## src/rtl/pc_sequencer.sv

```systemverilog
// ---------------------------------------------------------------------------
// pc_sequencer
//
// Program-counter sequencer for a simple in-order core.  A three-state
// controller (IDLE / RUN / HALT) gates all architectural updates.  While
// running, each retiring instruction (step) moves the PC sequentially or
// redirects it by a register jump, a PC-relative unconditional jump, or a
// PC-relative conditional branch evaluated against the registered ALU flags.
// Any taken redirect captures a return address and raises taken/flush for
// the following cycle so fetch can squash its in-flight instruction.
//
// Ports
//   clk          in   1   rising-edge clock
//   rst          in   1   asynchronous active-low reset
//   start        in   1   IDLE -> RUN request
//   halt         in   1   RUN -> HALT request
//   step         in   1   current instruction retires; PC advances
//   flag_in      in   3   ALU flags {sign, zero, carry}
//   flag_we      in   1   latch flag_in into flags
//   cond_jump    in   3   branch condition select
//   uncond_jump  in   1   PC-relative unconditional jump
//   jump_reg     in   1   absolute jump to rs_val (word aligned)
//   offset       in  16   signed word offset for relative targets
//   rs_val       in  32   register jump target
//   pc           out 32   current instruction address
//   link_pc      out 32   return address of the last taken redirect
//   flags        out  3   registered flag state
//   taken        out  1   high the cycle after a taken redirect
//   flush        out  1   high the cycle after a taken redirect
//   running      out  1   high while in RUN
// ---------------------------------------------------------------------------
module pc_sequencer #(
   parameter logic [31:0] RESET_PC = 32'h0000_0000
) (
   input  logic        clk,
   input  logic        rst,
   input  logic        start,
   input  logic        halt,
   input  logic        step,
   input  logic [2:0]  flag_in,
   input  logic        flag_we,
   input  logic [2:0]  cond_jump,
   input  logic        uncond_jump,
   input  logic        jump_reg,
   input  logic [15:0] offset,
   input  logic [31:0] rs_val,
   output logic [31:0] pc,
   output logic [31:0] link_pc,
   output logic [2:0]  flags,
   output logic        taken,
   output logic        flush,
   output logic        running
);

   typedef enum logic [1:0] {
      IDLE = 2'd0,
      RUN  = 2'd1,
      HALT = 2'd2
   } state_t;

   state_t      state;

   logic        cond_true;
   logic        redirect;
   logic [31:0] seq_pc;
   logic [31:0] rel_pc;
   logic [31:0] next_pc;

   // Branch condition from the registered flags; codes 110/111 never taken.
   function automatic logic cond_eval(input logic [2:0] code, input logic [2:0] f);
      logic res;
      case (code)
         3'b001:  res = f[2];    // bltz : sign
         3'b010:  res = f[1];    // bz   : zero
         3'b011:  res = ~f[1];   // bnz  : !zero
         3'b100:  res = f[0];    // bcy  : carry
         3'b101:  res = ~f[0];   // bncy : !carry
         default: res = 1'b0;
      endcase
      return res;
   endfunction

   // Relative target: word offset sign-extended and scaled to bytes, mod 2^32.
   function automatic logic [31:0] rel_target(input logic [31:0] base,
                                              input logic [15:0] off);
      logic signed [31:0] disp;
      disp = {{14{off[15]}}, off, 2'b00};
      return base + $unsigned(disp);
   endfunction

   always_comb begin
      cond_true = cond_eval(cond_jump, flags);
      seq_pc    = pc + 32'd4;
      rel_pc    = rel_target(pc, offset);
      redirect  = jump_reg | uncond_jump | cond_true;
      if (jump_reg)
         next_pc = rs_val & ~32'h0000_0003;
      else if (uncond_jump || cond_true)
         next_pc = rel_pc;
      else
         next_pc = seq_pc;
   end

   always_ff @(posedge clk or negedge rst) begin
      if (!rst) begin
         state   <= IDLE;
         pc      <= RESET_PC;
         link_pc <= 32'h0000_0000;
         flags   <= 3'b000;
         taken   <= 1'b0;
         flush   <= 1'b0;
      end else begin
         // taken/flush are single-cycle pulses unless re-armed by another
         // taken step, which keeps them high back to back.
         taken <= 1'b0;
         flush <= 1'b0;
         case (state)
            IDLE: begin
               if (start)
                  state <= RUN;
            end
            RUN: begin
               if (step) begin
                  pc <= next_pc;
                  if (redirect) begin
                     link_pc <= seq_pc;
                     taken   <= 1'b1;
                     flush   <= 1'b1;
                  end
               end
               // Branch above already sampled the old flags this cycle.
               if (flag_we)
                  flags <= flag_in;
               // A coincident step has been applied; HALT takes effect after.
               if (halt)
                  state <= HALT;
            end
            HALT: begin
               state <= HALT;
            end
            default: begin
               state <= IDLE;
            end
         endcase
      end
   end

   assign running = (state == RUN);

endmodule
```

## config.mk

```make
export PLATFORM = sky130hd
export DESIGN_NAME = pc_sequencer
export DESIGN_NICKNAME = d
export VERILOG_FILES = /design/src/rtl/pc_sequencer.sv
export SDC_FILE = /design/constraint.sdc
export NUM_CORES = 1
export LEC_CHECK = 0
export BUFFER_PORTS_ARGS = -buffer_cell sky130_fd_sc_hd__buf_2
export CORE_AREA = 2 2 116 118
export CTS_CLUSTER_DIAMETER = 40
export DETAILED_ROUTE_END_ITERATION = 10
export DIE_AREA = 0 0 118 120
export HOLD_SLACK_MARGIN = 0.1
export PLACE_DENSITY = 0.61
export REMOVE_ABC_BUFFERS = 1
export SLEW_MARGIN = 30
export SYNTH_ARGS = -nofsm -noshare
export SYNTH_HDL_FRONTEND = slang
export SYNTH_SLANG_ARGS = --single-unit
```

## constraint.sdc

```tcl
create_clock -name clk -period 3.1 [get_ports clk]
set_input_delay 0.155 -clock clk [delete_from_list [all_inputs] [get_ports clk]]
set_output_delay 0.155 -clock clk [all_outputs]
set_load 0.02 [all_outputs]
```

# Yosys cells after proc, flatten, opt, wreduce, memory -nomap -nowiden

Cells that the tools add are included.

Flip-flop bits (word level): 70
Input port bits: 62
Output and inout port bits: 70
Word-level logic and storage cells: 35

Add/sub/neg operators: 2
Equal/unequal tests: 9
Multiplexer cells: 9
Bitwise operators: 4
Reductions and logical operators: 6

Operators by type and width:

| cell                                          | number |
|---|---|
| two-way mux 32 bit                            | 2 |
| adder 32 x 3 -> 32 bit, second input constant | 1 |
| adder 32 bit                                  | 1 |
| == test 3 x 2 -> 1 bit, second input constant | 2 |
| == test 3 bit, second input constant          | 2 |
| case mux 2 bit (3 select lines)               | 1 |
| AND reduction 2 bit                           | 3 |
| case mux 1 bit (5 select lines)               | 1 |
| two-way mux 2 bit                             | 2 |
| != test 2 bit, second input constant          | 2 |
| == test 3 x 1 -> 1 bit, second input constant | 1 |
| two-way mux 1 bit                             | 3 |
| AND reduction 3 bit                           | 1 |
| == test 2 x 1 -> 1 bit, second input constant | 1 |
| == test 2 bit, second input constant          | 1 |
| zero test 2 bit                               | 1 |
| NOT 1 bit                                     | 2 |
| bitwise OR 1 bit                              | 2 |
| logical OR 1 bit                              | 1 |

# Longest topological paths before layout

Gate-level depths: netlist of the first run.

Word-level depth: 6
Depth in mapped cells: 11
Gate-level depth less buffers: 11

# Worst setup path before layout of the first run

No wires, ideal clock.

Kind: flip-flop to flip-flop
From: register pc[2]
To: register pc[24]
Setup time: 0.111 ns
Data arrival time: 2.732 ns
Data required time: 2.989 ns
Setup slack: 0.257 ns
Stages on the path, launching flop included: 11
Path buffers: 0
Clock period less this slack: 2.843 ns
Cell sequence: dfrtp_1 > ha_1 > fa_1 > a211oi_1 > o21ai_0 > nand4_1 > a31oi_1 > a21o_1 > a311oi_1 > xor2_1 > a222oi_1

Longest elaborated chain between the ends: 3
Elaborated cells on any way between the ends: 4
Those cells by class: 2 x add/sub; 2 x mux

Ends and longest elaborated chain:

| what                                                   | RTL line | text |
|---|---|---|
| start, declared                                        | 47       | `output logic [31:0] pc,` |
| start signal, assigned                                 | 124      | `pc <= next_pc;` |
| adder 32 x 3 -> 32 bit or adder 32 bit (tied branches) | 93, 88   |  |
| two-way mux 32 bit (*)                                 | 98       | `else if (uncond_jump \|\| cond_true)` |
| two-way mux 32 bit (*)                                 | 96       | `if (jump_reg)` |

Mark *: on every way between the ends. The rest lies on a longest branch, timed or not.
A chain may end at the register's enable or synchronous reset.

# Worst setup path after layout of the first run

Ends and elaborated chain as after synthesis.

==> run_results.csv, run 1 <==
group,metric,value,unit
routing,via_count,5025,
critical_path,crit_fanout,3,
logic_synthesis,ys.flop_type,"dfrtp_1",
timing,fin_crit,2810,ps
logic_synthesis,yosysWarnings,0,
power_and_ir_drop,p_leak,2.91,nW
final_layout,antenna_cells,0,
final_layout,multi_input_area,0.00331,mm²
clock_tree,numCtsBuffers,9,
floorplan,start_util,39.6,%
power_and_ir_drop,pwr_density_cell,1040,mW/mm²
timing,maxSlewViolCount,0,
clock_tree,h-tree-depth,3,
power_and_ir_drop,ir_worst_vdd,0.456,mV
logic_synthesis,async_flop_share,100,%
timing,fmax,355,MHz
clock_tree,cts_sinks,66,
timing,rsz0062_at_grt,"false",
timing,worst_pin_slew,649,ps
final_layout,stdcell_area,0.00637,mm²
timing,hold_viol,0,
critical_path,critPathRequiredTime,3340,ps
grt,track_usage,22.4,%
logic_synthesis,ys_ff_latch,66,
logic_synthesis,synth_edf_count,0,
job,maxCapViolations,0,
placement,placed_cell_area,0.00603,mm²
timing,finalCritPeriodShare,90.7,%
logic_synthesis,synth_cell_types,74,
logic_synthesis,syn_inst,604,
routing,viasPerCell,5.46,
critical_path,regToRegSetupSlack,290,ps
clock_tree,tritoncts,"built",
grt,grt_max_degree,45,
critical_path,cp-startpoint,"pc[2]$_DFFE_PN0P_",
grt,antenna_found_initial,0,
floorplan,dieArea,0.0142,mm²
routing,wl,15800,µm
grt,grt_pass1_vias,4898,
clock_tree,root_buffer,"clkbuf_16",
clock_tree,clk_path_buf_depth,2,
logic_synthesis,synth_area_per_cell,8.52,µm²
min_path,worstHoldPathType,"input port to register",
routing,wl_per_cell,17.2,µm
clock_tree,cts_setup_buffers,0,
floorplan,row_count,42,
routing,drc,0,
critical_path,timing.rr.start,"pc[2]$_DFFE_PN0P_",
floorplan,io_pins,132,
critical_path,path_class,"register to register",
timing,setup_viol,0,
floorplan,core,0.0130,mm²
final_layout,layout-drive-gt1-share,27.0,%
critical_path,crit_path_end,"pc[24]$_DFFE_PN0P_",
timing,whs,104,ps
floorplan,die_h,120,µm
final_layout,nets,835,
placement,port_buffers,125,
outcome,outcome,"finished, final reports clean",
critical_path,setup.worst_path.start_class,"register",
placement,place_congestion,0.908,
grt,grt_first_pass_wirelength,25000,µm
final_layout,nFillCells,1328,
critical_path,cp.arrival,3050,ps
routing,ant_nets,0,
final_layout,area_growth,23.8,%
critical_path,crit_path_end_kind,"register",
critical_path,reg2reg_depth,10,
clock_tree,clock_latency,340,ps
routing,dr.pass1.iters,5,
placement,detailed_place_hpwl,11800,µm
logic_synthesis,syn_area,0.00514,mm²
timing,skew,6.19,ps
critical_path,reg2reg_to,"pc[24]$_DFFE_PN0P_",
timing,maxSlewHeadroom,56.3,%
grt,grt.overflow.total,0,
routing,drtIter0Drc,306,
clock_tree,clk_pin_slew,60,ps
final_layout,ff_latch_area,0.00165,mm²
floorplan,chipWidth,118,µm
logic_synthesis,yosysSeqAreaShare,32.1,%
-- registers in the layout, summed over array words and instances (netlist names) --
name / cells
flush: 1
link_pc: 30
state: 2
pc: 30
flags: 3
-- synth_stat cells, drive strengths merged, types with 2 or more instances --
cell type | instances | area (µm²)
o22a | 3 | 26.3
a2111oi | 3 | 26.3
nor3 | 7 | 40.0
nor2b | 5 | 31.3
o22ai | 8 | 50.1
a21oi | 71 | 359
a31o | 3 | 26.3
mux2 | 13 | 146
o21ai | 47 | 239
a221oi | 3 | 26.3
o21bai | 2 | 15.0
a211oi | 11 | 82.6
nand2b | 7 | 43.8
xnor2 | 24 | 210
dfrtp | 66 | 1650
a21o | 16 | 120
and2 | 2 | 13.8
a222oi | 2 | 20.0
nand3 | 13 | 82.6
o211ai | 9 | 67.6
nor2 | 65 | 246
clkbuf | 20 | 96.3
buf | 10 | 77.6
nor3b | 2 | 15.0
mux2i | 4 | 40.0
nor4 | 6 | 65.1
a31oi | 4 | 31.3
o31ai | 2 | 15.0
inv | 14 | 52.6
ha | 32 | 400
nand4 | 12 | 81.3
o21a | 3 | 22.5
and3 | 8 | 56.3
nor4b | 2 | 17.5
nand2 | 57 | 219
a211o | 2 | 17.5
xor2 | 29 | 254
-- how the worst min path moves through the flow --
stage                     startpoint                     end  slack, ps  depth (start not counted)
final                     rs_val[12]      pc[12]$_DFFE_PN0P_        100                          3
after detailed placement         rst  link_pc[9]$_DFFE_PN0P_        210                          1
after global routing      rs_val[30]      pc[30]$_DFFE_PN0P_        110                          3
after global placement    flag_in[1]    flags[1]$_DFFE_PN0P_        390                          2
after floorplan                  rst    flags[0]$_DFFE_PN0P_       -140                          0
after CTS                 rs_val[12]      pc[12]$_DFFE_PN0P_        100                          3
-- repair_timing --
item	4_1_cts	5_1_grt
setup endpoints to repair	0	3
endpoints found under the hold margin	45	0
resized for setup	0	4
hold buffers	4	0
-- final cells by class --
type	count	share of cell area, %
sequential	66	25.9
clock inverter	3	0.629
tap	176	3.46
multi-input combinational	497	51.9
clock buffer	12	3.87
timing repair buffer	152	13.4
inverter	14	0.825
-- placed cells by master, fill, tap and decap left out, drive strengths merged, types with 4 or more instances in the layout --
master       count
mux2i            4
o22ai            8
inv             14
nand2b           7
buf            148
xor2            29
nand3           13
mux2            13
dlygate4sd3      4
ha              32
nor3             7
a31oi            4
nand4           12
a21o            16
and3             8
nor4             6
o211ai           9
conb             4
dfrtp           66
nand2           57
nor2b            5
nor2            65
o21ai           47
clkbuf          12
a21oi           71
xnor2           24
a211oi          11
-- routing by layer --
layer,wire length (µm),track usage (%)
met3,914,4.23
met4,287,7.91
met5,0,0
met1,7180,28.9
met2,7440,37.5
-- logic make-up (layout without fill, tap and decap cells) --
family	after synthesis	in the layout	share of synthesized area (%)
other	1	4	0.0729
AND/OR/NAND/NOR	190	190	18.4
AO/OA/AOI/OAI	200	200	24.2
flip-flops	66	66	32.1
adder cells (fa/ha/maj)	33	33	8.17
multiplexers	17	17	3.62
buffers and inverters	44	181	4.40
XOR/XNOR	53	53	9.02
-- where the power goes --
group | internal (mW) | total [mW] | switching (mW)
sequential | 1.28 | 1.73 | 0.455
combinational | 1.58 | 3.86 | 2.28
clock | 0.638 | 1.03 | 0.393
total | 3.50 | 6.63 | 3.13
-- worst max-delay path, stage by stage, from the launching register on --
cell      delay, ps
dfrtp_1         390
ha_1            220
fa_2            390
a211oi_2        270
o21ai_0         170
nand4_1         180
a31oi_1         130
a21o_1          230
a311oi_2        290
xor2_1          110
a222oi_1        330
-- per-stage QoR --
step / setup slack [ps] / cells / TNS, ps / total power [mW] / util [%]
finish: 287 / 920 / 0 / 6.63 / 49.1
global route: 35.3 / 920 / 0 / 7.14 / 49.1
CTS: 61.5 / 920 / 0 / 6.63 / 48.9
detailed placement: 100 / 901 / 0 / 5.56 / 46.4
global placement: 144 / 901 / 0 / 5.49 / 46.4
floorplan: -2590 / 577 / -91170 / 4.37 / -
No activity file was read; power rests on OpenSTA's default activity.
==> run 2: changes to the inputs <==
CELL_PAD_IN_SITES_DETAIL_PLACEMENT = 0   (was unset)
CELL_PAD_IN_SITES_GLOBAL_PLACEMENT = 2   (was unset)
CORE_AREA = 2 2 132 134   (was 2 2 116 118)
DIE_AREA = 0 0 134 136   (was 0 0 118 120)
PLACE_DENSITY = 0.77   (was 0.61)
RECOVER_POWER = 100   (was unset)
==> run 2 against run 1 <==
  * Utilization down 12 points
  * Largest power group unchanged
  * Combinational power is 3% lower
  * Routed wire length increased by 7.0%
==> run_results.csv, run 2 (synthesized netlist as in run 1, its figures left out) <==
group,metric,value,unit
outcome,outcome,"finished, final reports clean",
final_layout,top_regs,"link_pc: 30 flops, pc: 30 flops, flags: 3 flops",
routing,ant_nets,0,
min_path,min_path_cells,3,
timing,maxSlewViolCount,0,
placement,dpl_worst_slack,99.4,ps
floorplan,io_pins,132,
critical_path,crit_path_end,"pc[24]$_DFFE_PN0P_",
critical_path,critPathRequiredTime,3330,ps
critical_path,slowest_stage,"fa_1",
timing,worst_pin_slew,1440,ps
floorplan,die_h,136,µm
critical_path,path_class,"register to register",
floorplan,dieArea,0.0182,mm²
critical_path,setup.worst_path.start_class,"register",
clock_tree,h-tree-depth,3,
clock_tree,numCtsBuffers,9,
routing,drtIter0Drc,304,
final_layout,final_cell_mix,"clkbuf_1 (73), a21oi_1 (70), dfrtp_1 (66)",
critical_path,crit_path_end_kind,"register",
floorplan,start_util,30.5,%
placement,port_buffers,125,
routing,drc,0,
timing,fin_tns_setup,0,ps
grt,track_usage,19.1,%
critical_path,cp_num_cells,10,
critical_path,crit_family,"compound AO/OA/AOI/OAI gates",
timing,fin_ws,253,ps
critical_path,critPathMaxStageDelay,460,ps
routing,wl,16900,µm
final_layout,stdcell_area,0.00630,mm²
grt,grt_pass1_vias,5077,
routing,via_count,5046,
power_and_ir_drop,ir_worst_vdd,0.347,mV
min_path,worstHoldPathType,"input port to register",
timing,maxSlewHeadroom,3.81,%
clock_tree,tritoncts,"built",
floorplan,core,0.0169,mm²
routing,wl_per_cell,17.4,µm
routing,viasPerCell,5.20,
clock_tree,root_buffer,"clkbuf_16",
critical_path,reg2reg_to,"pc[24]$_DFFE_PN0P_",
critical_path,regToRegSetupSlack,250,ps
critical_path,worstPathCellList,"ha_1 > fa_1 > a211oi_2 > o21ai_1 > nand4_1 > a31oi_1 > a21o_1 > a311oi_2 > xor2_1 > a222oi_1",
final_layout,nets,838,
final_layout,layout-drive-gt1-share,16.8,%
clock_tree,cts_setup_buffers,0,
placement,placed_cell_area,0.00608,mm²
grt,antenna_found_initial,1,
routing,dr.pass1.iters,5,
clock_tree,clock_latency,340,ps
timing,fin_crit,2850,ps
final_layout,fin_util,37.3,%
clock_tree,clk_path_buf_depth,2,
clock_tree,cts_sinks,66,
timing,rsz0062_at_grt,"false",
timing,fmax,351,MHz
power_and_ir_drop,p_leak,2.70,nW
clock_tree,clk_pin_slew,50,ps
placement,detailed_place_hpwl,12800,µm
grt,grt_first_pass_wirelength,27000,µm
critical_path,cp-startpoint,"pc[2]$_DFFE_PN0P_",
job,maxCapViolations,0,
critical_path,cp.arrival,3080,ps
placement,place_congestion,0.912,
grt,grt.overflow.total,0,
floorplan,chipWidth,134,µm
critical_path,crit_fanout,3,
floorplan,row_count,48,
timing,hold_viol,0,
timing,finalCritPeriodShare,91.8,%
final_layout,area_growth,22.5,%
timing,skew,4.17,ps
critical_path,timing.rr.start,"pc[2]$_DFFE_PN0P_",
critical_path,reg2reg_depth,10,
power_and_ir_drop,pwr_density_cell,1030,mW/mm²
final_layout,layout_commonest_cell,"clkbuf_1",
critical_path,cp.buffers_inverters,0,
timing,setup_viol,0,
grt,grt_max_degree,36,
-- run 2: repair_timing --
action / 4_1_cts / 5_1_grt
hold buffers: 6 / 0
resized for setup: 0 / 3
setup endpoints to repair: 0 / 1
endpoints found under the hold margin: 27 / 0
-- run 2: worst register-to-register path: stages, from the launching register on --
cell	delay, ps
dfrtp_1	380
ha_1	210
fa_1	460
a211oi_2	290
o21ai_1	150
nand4_1	170
a31oi_1	130
a21o_1	230
a311oi_2	280
xor2_1	100
a222oi_1	330
-- run 2: routing by layer --
layer	share of wire, %	GRT usage, %
met1	46	24.9
met2	46	30.7
met3	6.0	3.58
met4	2.6	8.57
met5	0	0
-- run 2: layout make-up --
cell class	instances	area [µm²]
multi-input combinational	497	3290
inverter	14	52.6
timing repair buffer	155	759
fill	1811	10600
antenna	1	2.50
sequential	66	1650
tap	225	282
clock buffer	13	260
-- run 2: worst min-delay path by stage --
stage	start	to	slack (ps)
finish	rs_val[30]	pc[30]$_DFFE_PN0P_	110
global route	rs_val[30]	pc[30]$_DFFE_PN0P_	120
CTS	rs_val[30]	pc[30]$_DFFE_PN0P_	100
detailed placement	rst	link_pc[8]$_DFFE_PN0P_	200
global placement	rst	link_pc[8]$_DFFE_PN0P_	200
floorplan	rst	flags[0]$_DFFE_PN0P_	-140
-- run 2: power breakdown --
group | internal [mW] | switching (mW) | total [mW]
Combinational | 1.45 | 2.31 | 3.76
Sequential | 1.28 | 0.462 | 1.74
Clock | 0.573 | 0.390 | 0.963
Total | 3.30 | 3.16 | 6.46
-- run 2: through the flow --
| step | hold WS [ps] | cells | total power, mW |
|---|---|---|---|
| after floorplan | -141 | 577 | 4.37 |
| after global placement | 200 | 951 | 5.55 |
| after detailed placement | 199 | 951 | 5.61 |
| after CTS | 101 | 970 | 6.62 |
| after global routing | 117 | 970 | 7.06 |
| final | 106 | 971 | 6.46 |
==> run 3: changes to the inputs <==
==> constraint.sdc (replaced) <==
create_clock -name clk -period 3.1 [get_ports clk]
set_input_delay 0.62 -clock clk [delete_from_list [all_inputs] [get_ports clk]]
set_output_delay 0.62 -clock clk [all_outputs]
set_load 0.02 [all_outputs]
==> run 3 against run 2 <==
  * Via count rose by 1.1%
  * Combinational power rose by 3%
  * Count of clock-buffer cells in the layout rose by 1
  * Hold slack improved by 400 ps
  * Utilization rose by 0.42 points
  * Non-clock buffer count rose by 8
  * Sequential power barely moved
  * Critical endpoint is now pc[18]$_DFFE_PN0P_
  * Setup slack got worse by 28 ps
  * Total power rose by 2.6%
  * Largest power group unchanged
  * Routed wire length rose by 1.3%
==> run_results.csv, run 3 (synthesized netlist as in run 1, its figures left out) <==
group,metric,value,unit
timing,hold_viol,0,
critical_path,cp.arrival,3150,ps
routing,wl,17100,µm
placement,port_buffers,125,
grt,track_usage,19.4,%
final_layout,area_growth,23.8,%
final_layout,fin_util,37.7,%
final_layout,layout-drive-gt1-share,18.4,%
routing,drc,0,
power_and_ir_drop,ir_worst_vdd,0.348,mV
routing,ant_nets,0,
timing,worst_pin_slew,1430,ps
floorplan,start_util,30.5,%
clock_tree,clk_pin_slew,60,ps
clock_tree,clk_path_buf_depth,2,
power_and_ir_drop,p_total,6.63,mW
final_layout,nFillCells,1822,
clock_tree,tritoncts,"built",
timing,fin_tns_setup,0,ps
critical_path,crit_family,"compound AO/OA/AOI/OAI gates",
timing,setup_viol,0,
clock_tree,numCtsBuffers,9,
critical_path,crit_path_end_kind,"register",
final_layout,nets,846,
timing,maxSlewViolCount,0,
critical_path,setup.worst_path.start_class,"input port",
placement,place_congestion,0.875,
grt,grt_first_pass_wirelength,27300,µm
final_layout,top_regs,"link_pc: 30 flops, pc: 30 flops, flags: 3 flops",
floorplan,dieArea,0.0182,mm²
clock_tree,root_buffer,"clkbuf_16",
critical_path,cp.buffers_inverters,2,
placement,detailed_place_hpwl,12600,µm
critical_path,slowest_stage,"fa_1",
critical_path,worstPathCellList,"buf_2 > ha_1 > fa_1 > a211oi_2 > o21ai_1 > nand4_1 > a31oi_1 > clkbuf_2 > o21ai_0 > nand2b_1 > xnor2_1 > a211o_1 > a21oi_1",
routing,via_count,5101,
critical_path,critPathMaxStageDelay,450,ps
grt,grt_pass1_vias,5017,
grt,grt_max_degree,40,
placement,dp.cells,965,
routing,dr.pass1.iters,4,
floorplan,chipWidth,134,µm
critical_path,critPathRequiredTime,3370,ps
grt,grt.overflow.total,0,
placement,dpl_worst_slack,-238,ps
job,maxCapViolations,0,
timing,finalCritPeriodShare,92.7,%
final_layout,stdcell_area,0.00637,mm²
grt,antenna_found_initial,1,
timing,rsz0062_at_grt,"false",
outcome,outcome,"finished, final reports clean",
timing,whs,507,ps
placement,placed_cell_area,0.00620,mm²
final_layout,final_cell_mix,"clkbuf_1 (73), a21oi_1 (70), dfrtp_1 (66)",
clock_tree,cts_sinks,66,
power_and_ir_drop,pwr_density_cell,1040,mW/mm²
timing,skew,4.54,ps
floorplan,die_h,136,µm
timing,fin_crit,2870,ps
floorplan,row_count,48,
floorplan,core,0.0169,mm²
final_layout,stdcell_count,982,
final_layout,layout_commonest_cell,"clkbuf_1",
clock_tree,clock_latency,350,ps
routing,wl_per_cell,17.5,µm
routing,drtIter0Drc,354,
floorplan,io_pins,132,
clock_tree,h-tree-depth,3,
min_path,worstHoldPathType,"register to register",
timing,maxSlewHeadroom,4.88,%
critical_path,crit_fanout,3,
routing,viasPerCell,5.19,
critical_path,path_class,"input port to register",
timing,fmax,348,MHz
power_and_ir_drop,p_leak,2.76,nW
timing,fin_ws,225,ps
## run 3: changes by cell type in the layout (fill, tap and decap cells not counted), moves of 2 or more
| cell | previous run | this run |
|---|---|---|
| clkinv_2 | 0 | 2 |
| o21ai_1 | 3 | 1 |
| dlygate4sd3_1 | 6 | 0 |
| nand2_2 | 2 | 0 |
| buf_4 | 16 | 29 |
| nand2_1 | 55 | 57 |
## run 3: what timing repair did
item                                    in CTS  in global routing
gates resized for setup                      0                  3
setup buffers                                0                  0
hold buffers                                 0                  0
endpoints found under the setup margin       0                  2
## run 3: power breakdown
part	leakage, nW	switching, mW	internal (mW)
clock	0.143	0.409	0.606
combinational	1.84	2.33	1.54
sequential	0.775	0.468	1.28
## run 3: final cells by class
| class | instances | area, µm² | area share (%) |
|---|---|---|---|
| Antenna cell | 1 | 2.50 | 0.0393 |
| Clock buffer | 14 | 274 | 4.30 |
| Multi-Input combinational cell | 497 | 3280 | 51.5 |
| Sequential cell | 66 | 1650 | 25.9 |
| Timing Repair Buffer | 163 | 820 | 12.9 |
| Clock inverter | 2 | 10.0 | 0.157 |
| Inverter | 14 | 52.6 | 0.825 |
| Tap cell | 225 | 282 | 4.42 |
## run 3: layer usage
layer  track usage (%)  wire [µm]
met1              26.5       8050
met2              30.2       7690
met3              3.28        958
met4              8.22        449
met5                 0          0
## run 3: worst paths after layout
path                                               from                       to  slack (ps)  depth (start not counted)
worst max-delay path                          offset[0]       pc[18]$_DFFE_PN0P_         230                         13
worst min-delay path            link_pc[28]$_DFFE_PN0P_  link_pc[28]$_DFFE_PN0P_         510                          1
worst max register to register        pc[2]$_DFFE_PN0P_       pc[18]$_DFFE_PN0P_         230                         12
worst min register to register  link_pc[28]$_DFFE_PN0P_  link_pc[28]$_DFFE_PN0P_         510                          1
max in group asynchronous                           rst  link_pc[17]$_DFFE_PN0P_         670                          2
min in group asynchronous                           rst   link_pc[9]$_DFFE_PN0P_         590                          1
